[src/rtl/mem_access_ctrl.sv]
// Memory-stage access sequencer: legality check, one registered request to a
// variable-latency data memory, pipeline stall until ack or timeout.
module mem_access_ctrl #(
  parameter int TIMEOUT = 16
) (
  input  logic        clk,
  input  logic        reset,
  input  logic        MemMemRead,
  input  logic        MemMemWrite,
  input  logic [63:0] MemALUOut,
  input  logic [63:0] MemDb,
  input  logic [3:0]  Memxfer_size,
  input  logic        mem_ack,
  input  logic [63:0] mem_rdata,
  output logic        mem_req,
  output logic        mem_we,
  output logic [63:0] mem_addr,
  output logic [63:0] mem_wdata,
  output logic [3:0]  mem_size,
  output logic [63:0] ld_data,
  output logic        stall,
  output logic        mem_fault
);

  localparam logic [1:0] IDLE = 2'd0;
  localparam logic [1:0] REQ  = 2'd1;
  localparam logic [1:0] DONE = 2'd2;
  localparam logic [7:0] CNT_LAST = 8'(TIMEOUT - 1);

  logic [1:0]  state_q, state_d;
  logic [7:0]  cnt_q, cnt_d;
  logic        req_q, req_d;
  logic        we_q, we_d;
  logic [63:0] addr_q, addr_d;
  logic [63:0] wdata_q, wdata_d;
  logic [3:0]  size_q, size_d;
  logic [63:0] ld_q, ld_d;
  logic        fault_q, fault_d;

  logic access, size_ok, misalign, illegal, go, timeout_hit;

  always_comb begin
    access   = MemMemRead ^ MemMemWrite;
    size_ok  = 1'b0;
    misalign = 1'b0;
    case (Memxfer_size)
      4'd1: size_ok = 1'b1;
      4'd2: begin size_ok = 1'b1; misalign = MemALUOut[0]; end
      4'd4: begin size_ok = 1'b1; misalign = |MemALUOut[1:0]; end
      4'd8: begin size_ok = 1'b1; misalign = |MemALUOut[2:0]; end
      default: size_ok = 1'b0;
    endcase
    // A bubble (neither read nor write) is never a fault, whatever its size/address.
    illegal     = (MemMemRead & MemMemWrite) | (access & (~size_ok | misalign));
    go          = access & ~illegal;
    timeout_hit = (cnt_q == CNT_LAST) & ~mem_ack;
  end

  always_comb begin
    state_d = state_q;
    cnt_d   = cnt_q;
    req_d   = req_q;
    we_d    = we_q;
    addr_d  = addr_q;
    wdata_d = wdata_q;
    size_d  = size_q;
    ld_d    = ld_q;
    fault_d = 1'b0;
    case (state_q)
      IDLE: begin
        if (go) begin
          state_d = REQ;
          req_d   = 1'b1;
          we_d    = MemMemWrite;
          addr_d  = MemALUOut;
          wdata_d = MemDb;
          size_d  = Memxfer_size;
          cnt_d   = 8'd0;
        end else if (illegal) begin
          fault_d = 1'b1;
        end
      end
      REQ: begin
        if (mem_ack) begin
          req_d   = 1'b0;
          state_d = DONE;
          if (!we_q) ld_d = mem_rdata;
        end else if (timeout_hit) begin
          req_d   = 1'b0;
          fault_d = 1'b1;
          state_d = DONE;
        end else if (cnt_q != 8'hFF) begin
          cnt_d = cnt_q + 8'd1;
        end
      end
      DONE:    state_d = IDLE;
      default: state_d = IDLE;
    endcase
  end

  always_ff @(posedge clk or posedge reset) begin
    if (reset) begin
      state_q <= IDLE;
      cnt_q   <= 8'd0;
      req_q   <= 1'b0;
      we_q    <= 1'b0;
      addr_q  <= 64'd0;
      wdata_q <= 64'd0;
      size_q  <= 4'd0;
      ld_q    <= 64'd0;
      fault_q <= 1'b0;
    end else begin
      state_q <= state_d;
      cnt_q   <= cnt_d;
      req_q   <= req_d;
      we_q    <= we_d;
      addr_q  <= addr_d;
      wdata_q <= wdata_d;
      size_q  <= size_d;
      ld_q    <= ld_d;
      fault_q <= fault_d;
    end
  end

  // Reset gates stall directly so it falls with the async reset even if MEM still holds an access.
  always_comb begin
    stall = 1'b0;
    case (state_q)
      IDLE:    stall = go;
      REQ:     stall = 1'b1;
      default: stall = 1'b0;
    endcase
    stall = stall & ~reset;
  end

  assign mem_req   = req_q;
  assign mem_we    = we_q;
  assign mem_addr  = addr_q;
  assign mem_wdata = wdata_q;
  assign mem_size  = size_q;
  assign ld_data   = ld_q;
  assign mem_fault = fault_q;

endmodule

[config.mk]
export PLATFORM = sky130hd
export DESIGN_NAME = mem_access_ctrl
export DESIGN_NICKNAME = d
export VERILOG_FILES = /design/src/rtl/mem_access_ctrl.sv
export SDC_FILE = /design/constraint.sdc
export NUM_CORES = 1
export LEC_CHECK = 0
export BUFFER_PORTS_ARGS = -buffer_cell sky130_fd_sc_hd__buf_2
export CORE_AREA = 2 2 154 156
export DETAILED_ROUTE_END_ITERATION = 10
export DIE_AREA = 0 0 156 158
export GPL_ROUTABILITY_DRIVEN = 0
export PLACE_DENSITY_LB_ADDON = 0.3
export SLEW_MARGIN = 15
export SYNTH_ARGS = -nofsm -noshare
export SYNTH_HDL_FRONTEND = slang
export SYNTH_SLANG_ARGS = --single-unit
[constraint.sdc]
create_clock -name clk -period 22.6 [get_ports clk]
set_clock_uncertainty 0.1 [all_clocks]
set_input_delay 4.52 -clock clk [delete_from_list [all_inputs] [get_ports clk]]
set_output_delay 4.52 -clock clk [all_outputs]
set_load 0.005 [all_outputs]
-- Yosys cells after proc, flatten, opt, wreduce, memory -nomap -nowiden
Index checks and enable logic that the tools add are counted.
- output and inout bits: 200
- input bits: 201
- word-level logic and storage cells: 66
- bits in registers: 209
- muxes and demuxes: 21
- reductions and logical operators: 10
- equality and inequality tests: 12
- bitwise logic cells: 13
- $add $sub $neg: 1
- operators with widths (operator ; count):
    $mux W8 ; 4
    $pmux W8 S2 ; 1
    $add A8 B1 Y8 const B ; 1
    $eq A8 B4 Y1 const B ; 1
    $mux W1 ; 8
    $ne A2 B2 Y1 const B ; 4
    $ne A8 B8 Y1 const B ; 1
    $mux W2 ; 3
    $pmux W1 S2 ; 3
    $reduce_and A3 Y1 ; 2
    $and A1 B1 Y1 ; 5
    $not A1 Y1 ; 5
    $reduce_and A5 Y1 ; 1
    $eq A4 B1 Y1 const B ; 1
    $eq A4 B2 Y1 const B ; 1
    $eq A4 B3 Y1 const B ; 1
    $eq A4 B4 Y1 const B ; 1
    $pmux W2 S2 ; 1
    $reduce_and A2 Y1 ; 2
    $reduce_or A4 Y1 ; 1
    $ne A3 B3 Y1 const B ; 1
    $pmux W1 S3 ; 1
    $reduce_or A3 Y1 ; 1
    $eq A2 B1 Y1 const B ; 1
    other kinds (5) ; 6

-- Logic depth before layout (Yosys ltp)
- word-level depth: 11
- gate-level depth with buffers: 8
- depth with buffers taken out: 6

-- Least setup slack after synthesis
No wires, ideal clock.
- kind: input-to-output
- start point: in Memxfer_size[0]
- end point: out stall
- buffers on the path: 0
- data arrival time: 5215 ps
- stages: 5
- data required time: 17980 ps
- setup slack: 12765 ps
- path through: nor4_1 o21ai_1 nand2_1 a31oi_1 nor3_1
- longest elaborated chain between the ends: 11
- elaborated cells between the ends (all ways): 15
- classes of those cells: 4 x eq/ne; 3 x mux; 7 x bitwise; 1 x reduce/logical
- RTL lines (element ; line ; text):
    start: declaration ; 12 ; input logic [3:0] Memxfer_size,
    $eq A4 B4 Y1, or another cell as far along ; 46 ; case (Memxfer_size)
    $reduce_or A4 Y1 (no line) ; -- ;
    $mux W1 ; 46 ;
    $not A1 Y1 ; 54 ; illegal = (MemMemRead & MemMemWrite) | (access & (~size_ok | misalign));
    $or A1 B1 Y1 (*) ; 54 ;
    $and A1 B1 Y1 (*) ; 54 ;
    $or A1 B1 Y1 (*) ; 54 ;
    $not A1 Y1 (*) ; 55 ; go = access & ~illegal;
    $and A1 B1 Y1 (*) ; 55 ;
    $pmux W1 S2 (*) ; 128 ; case (state_q)
    $and A1 B1 Y1 (*) ; 133 ; stall = stall & ~reset;
    end: declaration ; 21 ; output logic stall,
Mark *: on every way between the ends. The rest lies on a longest branch, timed or not.

-- Worst setup path after layout
Same ends and word-level chain as after synthesis.

==> impl_results.md <==
* TritonRoute pass-1 iters at 4
* Post-synth ARST share at 1.00
* Worst setup EP type: output port
* Status: completed
* Post-route setup TNS at 0 ps
* Initial core utilization at 0.350
* Hold-fix buffers at CTS at 0
* Switching share of power at 0.272
* Post-route cell area at 11000 um2
* Vias per inst at 4.62
* Clock power frac at 0.268
* PnR worst setup slack at 12390 ps
* Required time of the critical path at 17980 ps
* IO Pins at 401
* Layout net count at 1101
* Fmax at 97.9 MHz
* Yosys warns at 0
* DR iter-0 viols at 205
* Via Count at 5553
* Min-delay worst type: reg2reg
* Final Hold Fails at 0
* Detail Placement HPWL at 14800 um
* TritonCTS clock tree: built
* Overflow after GRT at 0
* Syn Area/Cell at 16.4 um2
* Clock transition at path regs at 50 ps
* Slowest-stage cell, CP: nor4_1
* DIE WIDTH at 156 um
* Yosys reg bits at 209
* RSZ-0062 raised after global routing: no
* Final Cycle Share at 0.452
* Post-synth net total at 694
* Crit path time final at 10210 ps
* Worst VDD drop at 74.1 uV
* Worst setup SP type: primary input
* Critical path arrival at 5590 ps
* Ys flop type: dfrtp_1
* Mapped Cells at 491
* GRT Overall Usage at 0.153
* Crit Path Class: in2out
* CP cell instances: buf_2 -> nor4_1 -> o21ai_1 -> nand2_1 -> a31oi_1 -> nor3_1 -> buf_2
* Pre-CTS WS at 12390 ps
* Sequential Power Share at 0.455
* Initial antenna violation count at 3
* Least-Margin Pin Slew at 1030 ps
* Crit-path most repeated cell: buf_2
* CTS Sinks at 209
* Number of global-route vias before repair at 5630
* Wire length of the first global-routing pass at 30200 um
* Post-synth cell types at 34
* DIE HEIGHT at 158 um
* Largest net degree at the start of global routing at 80
* TritonCTS Buffers at 23
* P_int at 940 uW
* Antenna Violating Nets Remaining at 0
* Leak at 0.00549 uW
* Total of max-cap violations at 0
* Post CTS Setup Buffer Count at 0
* Worst skew pair latency at 490 ps
* Placement-stage cell area at 10300 um2
* DRT Wirelength at 20100 um
* Placed Cells at 1163
* CTS HTree Levels at 1
* Wire per inst at 16.7 um
* Area grow syn2layout at 36.1%
* Power Dens Cells at 118 nW/um2
* Core area at 23100 um2
* Mapped Area at 8060 um2
* Critical Path Max Stage Delay at 300 ps
* Max-slew headroom at 0.316
* Sw power at 351 uW
* Share of cells above drive strength 1 at 0.701
* Maximum fanout along the worst path at 4
* FP Rows at 56
* Comb pwr share at 0.276
* Port bufs at 400
* Number of flops mapped to enable cells by yosys at 0
* Die area at 24600 um2
* WHS at 387 ps
* Post-route insts no fill at 1203
* Root Driver: clkbuf_16
* DRC viols at 0
* Clk buf depth at 3
* Register area share after synthesis at 0.649
* Max Slew Vio Count at 0
* Post-CTS Resized at 0
* Final Setup Violations at 0
[final cells by class]
type                            count  area [um2]
Fill cell                        2060       12100
Multi-Input combinational cell    257        2630
Clock inverter                      6        55.1
Antenna cell                        1        2.50
Timing Repair Buffer              405        2040
Sequential cell                   209        5230
Inverter                            2        15.0
Tap cell                          290         363
Clock buffer                       33         633
[routing by layer]
metal,GRT usage,part of all wire,up-vias
met5,0,0.00035,-
met4,0.0485,0.020,2
met3,0.0657,0.12,32
met2,0.264,0.50,276
met1,0.173,0.36,2673
li1,-,-,2570
[cells by family (layout without fill, tap and decap cells)]
logic type,count (synthesis),in the layout,synth area share
adder cells (fa/ha/maj),2,2,0.00310
buffers and inverters,25,446,0.0261
flip-flops,209,209,0.649
AND/OR/NAND/NOR,36,36,0.0253
other,0,1,0
AO/OA/AOI/OAI,18,18,0.0163
multiplexers,201,201,0.280
[power groups by stage]
stage / clock [uW] / combinational [uW] / sequential (uW)
3_3_place_gp: 0 / 359 / 589
2_1_floorplan: 0 / 144 / 609
4_1_cts: 362 / 366 / 590
3_5_place_dp: 0 / 365 / 595
6_report: 346 / 357 / 588
5_1_grt: 376 / 392 / 608
[sequential cells by signal (all words and copies together), names as in the netlist, 2 cells and up]
| register | cells |
|---|---|
| mem_wdata | 64 |
| mem_size | 4 |
| ld_data | 64 |
| mem_addr | 64 |
| cnt_q | 8 |
| state_q | 2 |
[cells in the final DEF, fill, tap and decap left out, drive strengths merged, types with 2 or more instances in the layout]
master / count
nor3b: 4
nor3: 4
nor2b: 3
o21ai: 3
mux2i: 3
nand2b: 3
and3: 4
or2: 2
mux2: 198
nor2: 7
clkinv: 5
a21oi: 3
inv: 2
nand2: 3
nand3: 3
a31oi: 4
clkbuf: 33
buf: 405
dfrtp: 209
ha: 2
o2bb2ai: 2
[per-stage QoR]
step | total power [uW] | util
floorplan | 752 | -
global placement | 948 | 0.446
detailed placement | 960 | 0.446
CTS | 1320 | 0.476
global route | 1380 | 0.476
finish | 1290 | 0.476
[cell usage after synthesis (2+ instances only)]
cell type / instances / area share
mux2i_1: 3 / 0.0037
ha_1: 2 / 0.0031
dfrtp_1: 209 / 0.65
nand2b_1: 3 / 0.0023
mux2_2: 197 / 0.28
inv_1: 2 / 0.00093
a21oi_2: 2 / 0.0022
buf_4: 10 / 0.0093
nor3b_1: 4 / 0.0037
and3_1: 4 / 0.0031
o2bb2ai_1: 2 / 0.0022
nand3_1: 3 / 0.0019
nor3_1: 4 / 0.0025
a31oi_1: 4 / 0.0031
buf_2: 3 / 0.0019
nor2_1: 6 / 0.0028
nand2_1: 3 / 0.0014
buf_6: 10 / 0.014
o21ai_1: 2 / 0.0012
nor2b_1: 3 / 0.0023
or2_1: 2 / 0.0016
[worst paths after layout]
kind / endpoint / slack [ps] / startpoint / cells after the start
hold / removal: mem_wdata[5]$_DFFE_PP0P_ / 390 / mem_wdata[5]$_DFFE_PP0P_ / 1
setup / recovery: stall / 12390 / Memxfer_size[0] / 7
max in group asynchronous: mem_size[2]$_DFFE_PP0P_ / 17160 / reset / 3
min in group asynchronous: mem_we$_DFFE_PP0P_ / 3960 / reset / 2
setup reg to reg: mem_addr[40]$_DFFE_PP0P_ / 19130 / state_q[0]$_DFFE_PP0P_ / 6
hold reg to reg: mem_wdata[5]$_DFFE_PP0P_ / 390 / mem_wdata[5]$_DFFE_PP0P_ / 1
[worst max-delay path: cells and delay by family]
kind | cells | cell delay [ps]
AOI/OAI and AO/OA | 2 | 280
and+or+nand+nor | 3 | 530
buffers and inverters | 2 | 250
No activity file was read; power rests on OpenSTA's default activity.
